`src/rtl/m_axi_wr_master.sv`:
```
// Single-beat AXI write initiator: one command in, one AW/W pair out, B collected
// with a bounded wait; completion is reported as a one-cycle done pulse.
module m_axi_wr_master #(
  parameter int ADDR_W  = 32,
  parameter int DATA_W  = 32,
  parameter int ID_W    = 4,
  parameter int TIMEOUT = 256
) (
  input  logic                clk,
  input  logic                areset,
  input  logic                cmd_valid_i,
  output logic                cmd_ready_o,
  input  logic [ID_W-1:0]     cmd_id_i,
  input  logic [ADDR_W-1:0]   cmd_addr_i,
  input  logic [DATA_W-1:0]   cmd_data_i,
  input  logic [DATA_W/8-1:0] cmd_strb_i,
  output logic [ID_W-1:0]     awid_o,
  output logic [ADDR_W-1:0]   awaddr_o,
  output logic                awvalid_o,
  input  logic                awready_i,
  output logic [DATA_W-1:0]   wdata_o,
  output logic [DATA_W/8-1:0] wstrb_o,
  output logic                wvalid_o,
  input  logic                wready_i,
  input  logic [ID_W-1:0]     bid_i,
  input  logic [1:0]          bresp_i,
  input  logic                bvalid_i,
  output logic                bready_o,
  output logic                done_o,
  output logic [1:0]          done_resp_o,
  output logic                done_timeout_o
);

  localparam logic [1:0]  RESP_SLVERR = 2'b10;
  localparam logic [1:0]  RESP_TMO    = 2'b11;
  localparam logic [15:0] TMO_LAST    = 16'(TIMEOUT - 1);

  typedef enum logic [1:0] {IDLE, SEND, WAIT_B} state_t;

  state_t      state;
  logic        aw_done, w_done;
  logic [15:0] b_cnt;
  logic        aw_hs, w_hs, b_hs;

  assign aw_hs = awvalid_o && awready_i;
  assign w_hs  = wvalid_o && wready_i;
  assign b_hs  = bvalid_i && bready_o;

  // Every output is a register; valids are set/cleared only from state, never from ready.
  always_ff @(posedge clk or negedge areset) begin
    if (!areset) begin
      state          <= IDLE;
      cmd_ready_o    <= 1'b0;
      awid_o         <= '0;
      awaddr_o       <= '0;
      awvalid_o      <= 1'b0;
      wdata_o        <= '0;
      wstrb_o        <= '0;
      wvalid_o       <= 1'b0;
      bready_o       <= 1'b0;
      done_o         <= 1'b0;
      done_resp_o    <= 2'b00;
      done_timeout_o <= 1'b0;
      aw_done        <= 1'b0;
      w_done         <= 1'b0;
      b_cnt          <= '0;
    end else begin
      done_o <= 1'b0;
      case (state)
        IDLE: begin
          cmd_ready_o <= 1'b1;
          if (cmd_valid_i && cmd_ready_o) begin
            awid_o      <= cmd_id_i;
            awaddr_o    <= cmd_addr_i;
            wdata_o     <= cmd_data_i;
            wstrb_o     <= cmd_strb_i;
            awvalid_o   <= 1'b1;
            wvalid_o    <= 1'b1;
            aw_done     <= 1'b0;
            w_done      <= 1'b0;
            cmd_ready_o <= 1'b0;
            state       <= SEND;
          end
        end
        SEND: begin
          if (aw_hs) begin
            awvalid_o <= 1'b0;
            aw_done   <= 1'b1;
          end
          if (w_hs) begin
            wvalid_o <= 1'b0;
            w_done   <= 1'b1;
          end
          // Channels finish independently; include this cycle's handshakes.
          if ((aw_done || aw_hs) && (w_done || w_hs)) begin
            bready_o <= 1'b1;
            b_cnt    <= '0;
            state    <= WAIT_B;
          end
        end
        WAIT_B: begin
          if (b_hs) begin
            bready_o       <= 1'b0;
            done_o         <= 1'b1;
            done_resp_o    <= (bid_i == awid_o) ? bresp_i : RESP_SLVERR;
            done_timeout_o <= 1'b0;
            cmd_ready_o    <= 1'b1;
            state          <= IDLE;
          end else if (b_cnt == TMO_LAST) begin
            bready_o       <= 1'b0;
            done_o         <= 1'b1;
            done_resp_o    <= RESP_TMO;
            done_timeout_o <= 1'b1;
            cmd_ready_o    <= 1'b1;
            state          <= IDLE;
          end else begin
            b_cnt <= b_cnt + 16'd1;
          end
        end
        default: begin
          awvalid_o   <= 1'b0;
          wvalid_o    <= 1'b0;
          bready_o    <= 1'b0;
          cmd_ready_o <= 1'b0;
          state       <= IDLE;
        end
      endcase
    end
  end

endmodule

```
`config.mk`:
```
export PLATFORM = sky130hd
export DESIGN_NAME = m_axi_wr_master
export DESIGN_NICKNAME = d
export VERILOG_FILES = /design/src/rtl/m_axi_wr_master.sv
export SDC_FILE = /design/constraint.sdc
export NUM_CORES = 1
export LEC_CHECK = 0
export ABC_CLOCK_PERIOD_IN_PS = 6100
export CAP_MARGIN = 25
export CORE_MARGIN = 2
export CORE_UTILIZATION = 40
export CTS_CLUSTER_DIAMETER = 30
export DETAILED_ROUTE_END_ITERATION = 10
export GPL_TIMING_DRIVEN = 0
export PLACE_DENSITY = 0.75
export SLEW_MARGIN = 40
export SYNTH_ARGS = -nofsm -noshare
export SYNTH_HDL_FRONTEND = slang
export SYNTH_SLANG_ARGS = --single-unit
```
`constraint.sdc`:
```
create_clock -name clk -period 6.1 [get_ports clk]
set_input_delay 1.525 -clock clk [delete_from_list [all_inputs] [get_ports clk]]
set_output_delay 1.525 -clock clk [all_outputs]
set_load 0.005 [all_outputs]
```
Word-level counts from Yosys, hierarchy flattened
Index checks and enable logic that the tools add are counted.
- flip-flop bits (word level): 100
- bits of input ports: 84
- word-level logic and storage cells: 85
- output and inout bits: 80
- reduce and logical (&&, ||, !) cells: 21
- bitwise operators: 3
- add/subtract/negate cells: 1
- muxes and demuxes: 34
- equal/unequal tests: 11
- operators by type and width (kind ; number):
    two-way mux 16 bit ; 3
    one-hot mux 16 bit (2 select lines) ; 1
    AND reduction 3 bit ; 6
    adder 16 x 1 -> 16 bit, second input constant ; 1
    equality test 16 x 8 -> 1 bit, second input constant ; 1
    two-way mux 1 bit ; 16
    two-way mux 2 bit ; 7
    inequality test 2 bit, second input constant ; 6
    one-hot mux 1 bit (3 select lines) ; 4
    one-hot mux 2 bit (3 select lines) ; 1
    AND reduction 2 bit ; 3
    nonzero test 2 bit ; 3
    logical AND 1 bit ; 5
    equality test 4 bit ; 1
    one-hot mux 1 bit (2 select lines) ; 2
    AND reduction 4 bit ; 1
    inequality test 3 bit, second input constant ; 1
    inverter 1 bit ; 3
    equality test 2 x 1 -> 1 bit, second input constant ; 1
    equality test 2 bit, second input constant ; 1
    logical NOT 2 bit ; 1
    logical OR 1 bit ; 2

Longest topological paths before layout
- word-level depth: 5
- depth in mapped cells: 8
- depth with buffers taken out: 6

Least setup slack after synthesis
No wires, ideal clock.
- path type: in2reg
- start: input cmd_valid_i
- end: register awaddr_o[23]
- arrival: 2.595 ns
- setup time: 0.125 ns
- stages: 4
- buffers on the path: 1
- setup slack: 3.381 ns
- data required time: 5.975 ns
- cell sequence: nand2_1 -> nor3_2 -> clkbuf_1 -> mux2_2
- cells in the longest elaborated chain, start to end: 2
- ends and longest elaborated chain (what ; RTL line ; source):
    start, declared ; 11 ; input logic cmd_valid_i,
    logical AND 1 bit ; 72 ; if (cmd_valid_i && cmd_ready_o) begin
    AND reduction 2 bit (no line) ; n/a ;
    end signal, assigned ; 74 ; awaddr_o <= cmd_addr_i;
    end, declared ; 18 ; output logic [ADDR_W-1:0] awaddr_o,
Every way passes these cells.
A chain may end at the register's enable or synchronous reset.

Final worst setup path
- start: input cmd_valid_i
- end: register awaddr_o[26]
The elaborated chain is that of the path after synthesis.

==> results by group <==
Critical path
  – Critical path data required time: 6.36 ns
  – Worst-path maximum fanout: 10
  – Critical path class: input port to register
  – Worst path arrival time: 3.54 ns
  – Crit. End Element: register
  – Startpoint Class: input port

Route
  – Avg WL per Cell: 16.2 um
  – Routed vias: 3169
  – Pre-antenna DRT Iters: 4
  – Antenna Nets Post-Route: 0
  – DRC: 0
  – DRT iter0 DRCs: 52
  – Final WL: 10300 um
  – Vias per cell: 4.97

Timing
  – Worst Skew: 0.0167 ns
  – Final Setup Violations: 0
  – Final hold slack: 0.510 ns
  – Fin crit period: 3.28 ns
  – Max Clock Freq: 305 MHz
  – Slew HR: 46.2%
  – Final Hold Viols: 0
  – Slew Viols, Final: 0
  – RSZ-0062 raised after global routing: no
  – Worst Max-Slew Pin Slew: 0.801 ns
  – Final WS setup: 2.82 ns
  – Period utilization: 53.7%

Flow run
  – Number of max-cap violations: 0

Global route
  – GR Overflow Total: 0
  – Antenna violations before repair: 0
  – GRT Total Usage: 19.1%
  – First-pass GRT wire length: 16500 um
  – Vias in the first global route: 3356
  – Largest net degree at the start of global routing: 59

Clocking
  – Worst-Skew Late Latency: 0.38 ns
  – Post-cts sizing count: 0
  – CTS tree: done
  – Clk sinks: 100
  – Hold Buf Count CTS: 0
  – Clk root buf: clkbuf_8
  – Clock transition at the registers of the reported paths: 0.09 ns
  – Clk buf depth: 2
  – H-tree level count: 3
  – Num CTS Buffers: 9
  – Post-CTS Setup Bufs: 0

Power
  – Pwr dens: 458 nW/um^2
  – Combinational fraction of design power: 44.7%
  – Leakage power: 2.56 nW
  – Power share of the sequential group: 39.3%
  – Switching pwr: 862 uW
  – Clock share of power: 16.0%
  – Pint: 1.97 mW
  – Total power: 2.84 mW
  – Switching share of power: 30.4%
  – Worst vdd ir: 0.298 mV

Finish
  – Number of diodes: 0
  – Ratio of cells with drive above 1 in the final layout: 20.6%
  – Finished Core Util: 60.9%
  – Syn-to-layout area delta: 49.3%
  – Final net count: 581
  – Filler Cell Count: 851
  – Final Non-Filler Cells: 637

Floorplanning
  – Core ar.: 10200 um^2
  – Initial core utilization: 40.8%
  – Placement Rows: 37
  – Top-Level Pins: 164
  – Die width: 106 um
  – Die area: 11200 um^2
  – Die Height: 106 um

Synth
  – Largest area contributor in the netlist: dfrtp_1
  – Post-Syn Instances: 321
  – Ys flop type: dfrtp_1
  – Area share of the largest cell type after synthesis: 60.3%
  – Syn_area_per_cell: 12.9 um^2
  – Synthesized flop and latch total: 100
  – Synth Cell Area: 4150 um^2
  – Ys Warns: 0
  – Syn Nets: 406
  – Yosys cell types: 42
  – Synth top area cells: dfrtp_1 (60%), mux2_2 (18%), nand2_1 (2.9%)
  – Sequential fraction of the synthesis area: 60.3%
  – Post-synth EDFFs: 0
  – Async SR Flop Fraction: 100%

Placed design
  – IO buf count: 163
  – Detailed Place HPWL: 7730 um
  – GP Congestion: 0.803
  – Pre-CTS WS: 2.39 ns
  – Cells after DPL: 621

Run status
  – Outcome: finished clean

Hold path
  – Hold Path Class: register to register
[synth_stat cells (4+ instances only)]
| cell | number |
|---|---|
| dfrtp_1 | 100 |
| o21ai_0 | 6 |
| inv_1 | 9 |
| a31oi_1 | 13 |
| nand3_1 | 5 |
| clkbuf_1 | 5 |
| buf_2 | 7 |
| mux2_2 | 68 |
| a21oi_1 | 15 |
| a41oi_1 | 5 |
| nor2_1 | 10 |
| nor3_1 | 4 |
| nand2_1 | 32 |
[registers in the layout, summed over array words and instances, names as in the netlist, 2 cells and up]
signal       flops
awaddr_o        32
awid_o           4
b_cnt           16
done_resp_o      2
state            2
wdata_o         32
wstrb_o          4
[power groups by stage]
stage / clock network [mW] / registers (mW) / logic [mW]
after CTS: 0.473 / 1.12 / 1.28
after floorplan: 0 / 1.13 / 0.526
after global placement: 0 / 1.11 / 1.25
final: 0.454 / 1.12 / 1.27
after detailed placement: 0 / 1.13 / 1.27
after global routing: 0.500 / 1.16 / 1.37
[through the flow]
stage,TNS [ns],cell area (um^2)
floorplan,0,4150
global placement,-26.83,5950
detailed placement,0,5990
CTS,0,6200
global route,0,6200
finish,0,6200
[worst max-delay path, cell delays in order]
cell	delay, ns
clkdlybuf4s50_1	0.50
nand2_1	0.10
nor3_2	0.58
clkbuf_1	0.44
mux2_2	0.39
[cell families after synthesis]
group,after synthesis,share of synthesized area (%)
xor+xnor,4,0.844
mux,70,18.9
fa+ha+maj,1,0.301
flops,100,60.3
buf+inv,25,3.10
simple gates,67,7.66
compound gates,54,8.89
[metal layers]
metal	share of wire (%)	wire, um	vias to the layer above	track usage (%)
li1	-	-	1498	-
met1	38	3920	1537	21.3
met5	0	0	-	0
met3	12	1220	15	12.1
met2	48	5010	119	30.3
met4	1.8	184	0	5.83
[layout by cell type, fill, tap and decap left out, types with 6 or more instances in the layout]
cell type	n
o21ai_0	6
nand2_1	32
a31oi_1	13
a21oi_1	15
nor2_1	10
clkbuf_8	10
clkdlybuf4s50_1	162
mux2_2	68
inv_1	9
dfrtp_1	100
buf_2	7
[worst paths after layout]
kind / startpoint / to / slack (ns) / cells past startpoint
worst max-delay path: cmd_valid_i / awaddr_o[26] / 2.82 / 5
worst min-delay path: w_done / w_done / 0.51 / 1
worst max register to register: state[0] / awaddr_o[26] / 3.91 / 4
worst min register to register: w_done / w_done / 0.51 / 1
max in group asynchronous: areset / wdata_o[17] / 4.48 / 2
min in group asynchronous: areset / done_resp_o[0] / 1.03 / 1
[final cells by class]
| cell class | instances | area [um^2] | area share [%] |
|---|---|---|---|
| inverter | 9 | 33.8 | 0.545 |
| tap | 136 | 170 | 2.74 |
| timing repair buffer | 164 | 1660 | 26.8 |
| multi-input combinational | 196 | 1520 | 24.5 |
| clock buffer | 10 | 138 | 2.22 |
| clock inverter | 6 | 76.3 | 1.23 |
| sequential | 100 | 2500 | 40.4 |
| buffer | 16 | 95.1 | 1.53 |
(Power assumes the default switching activity.)
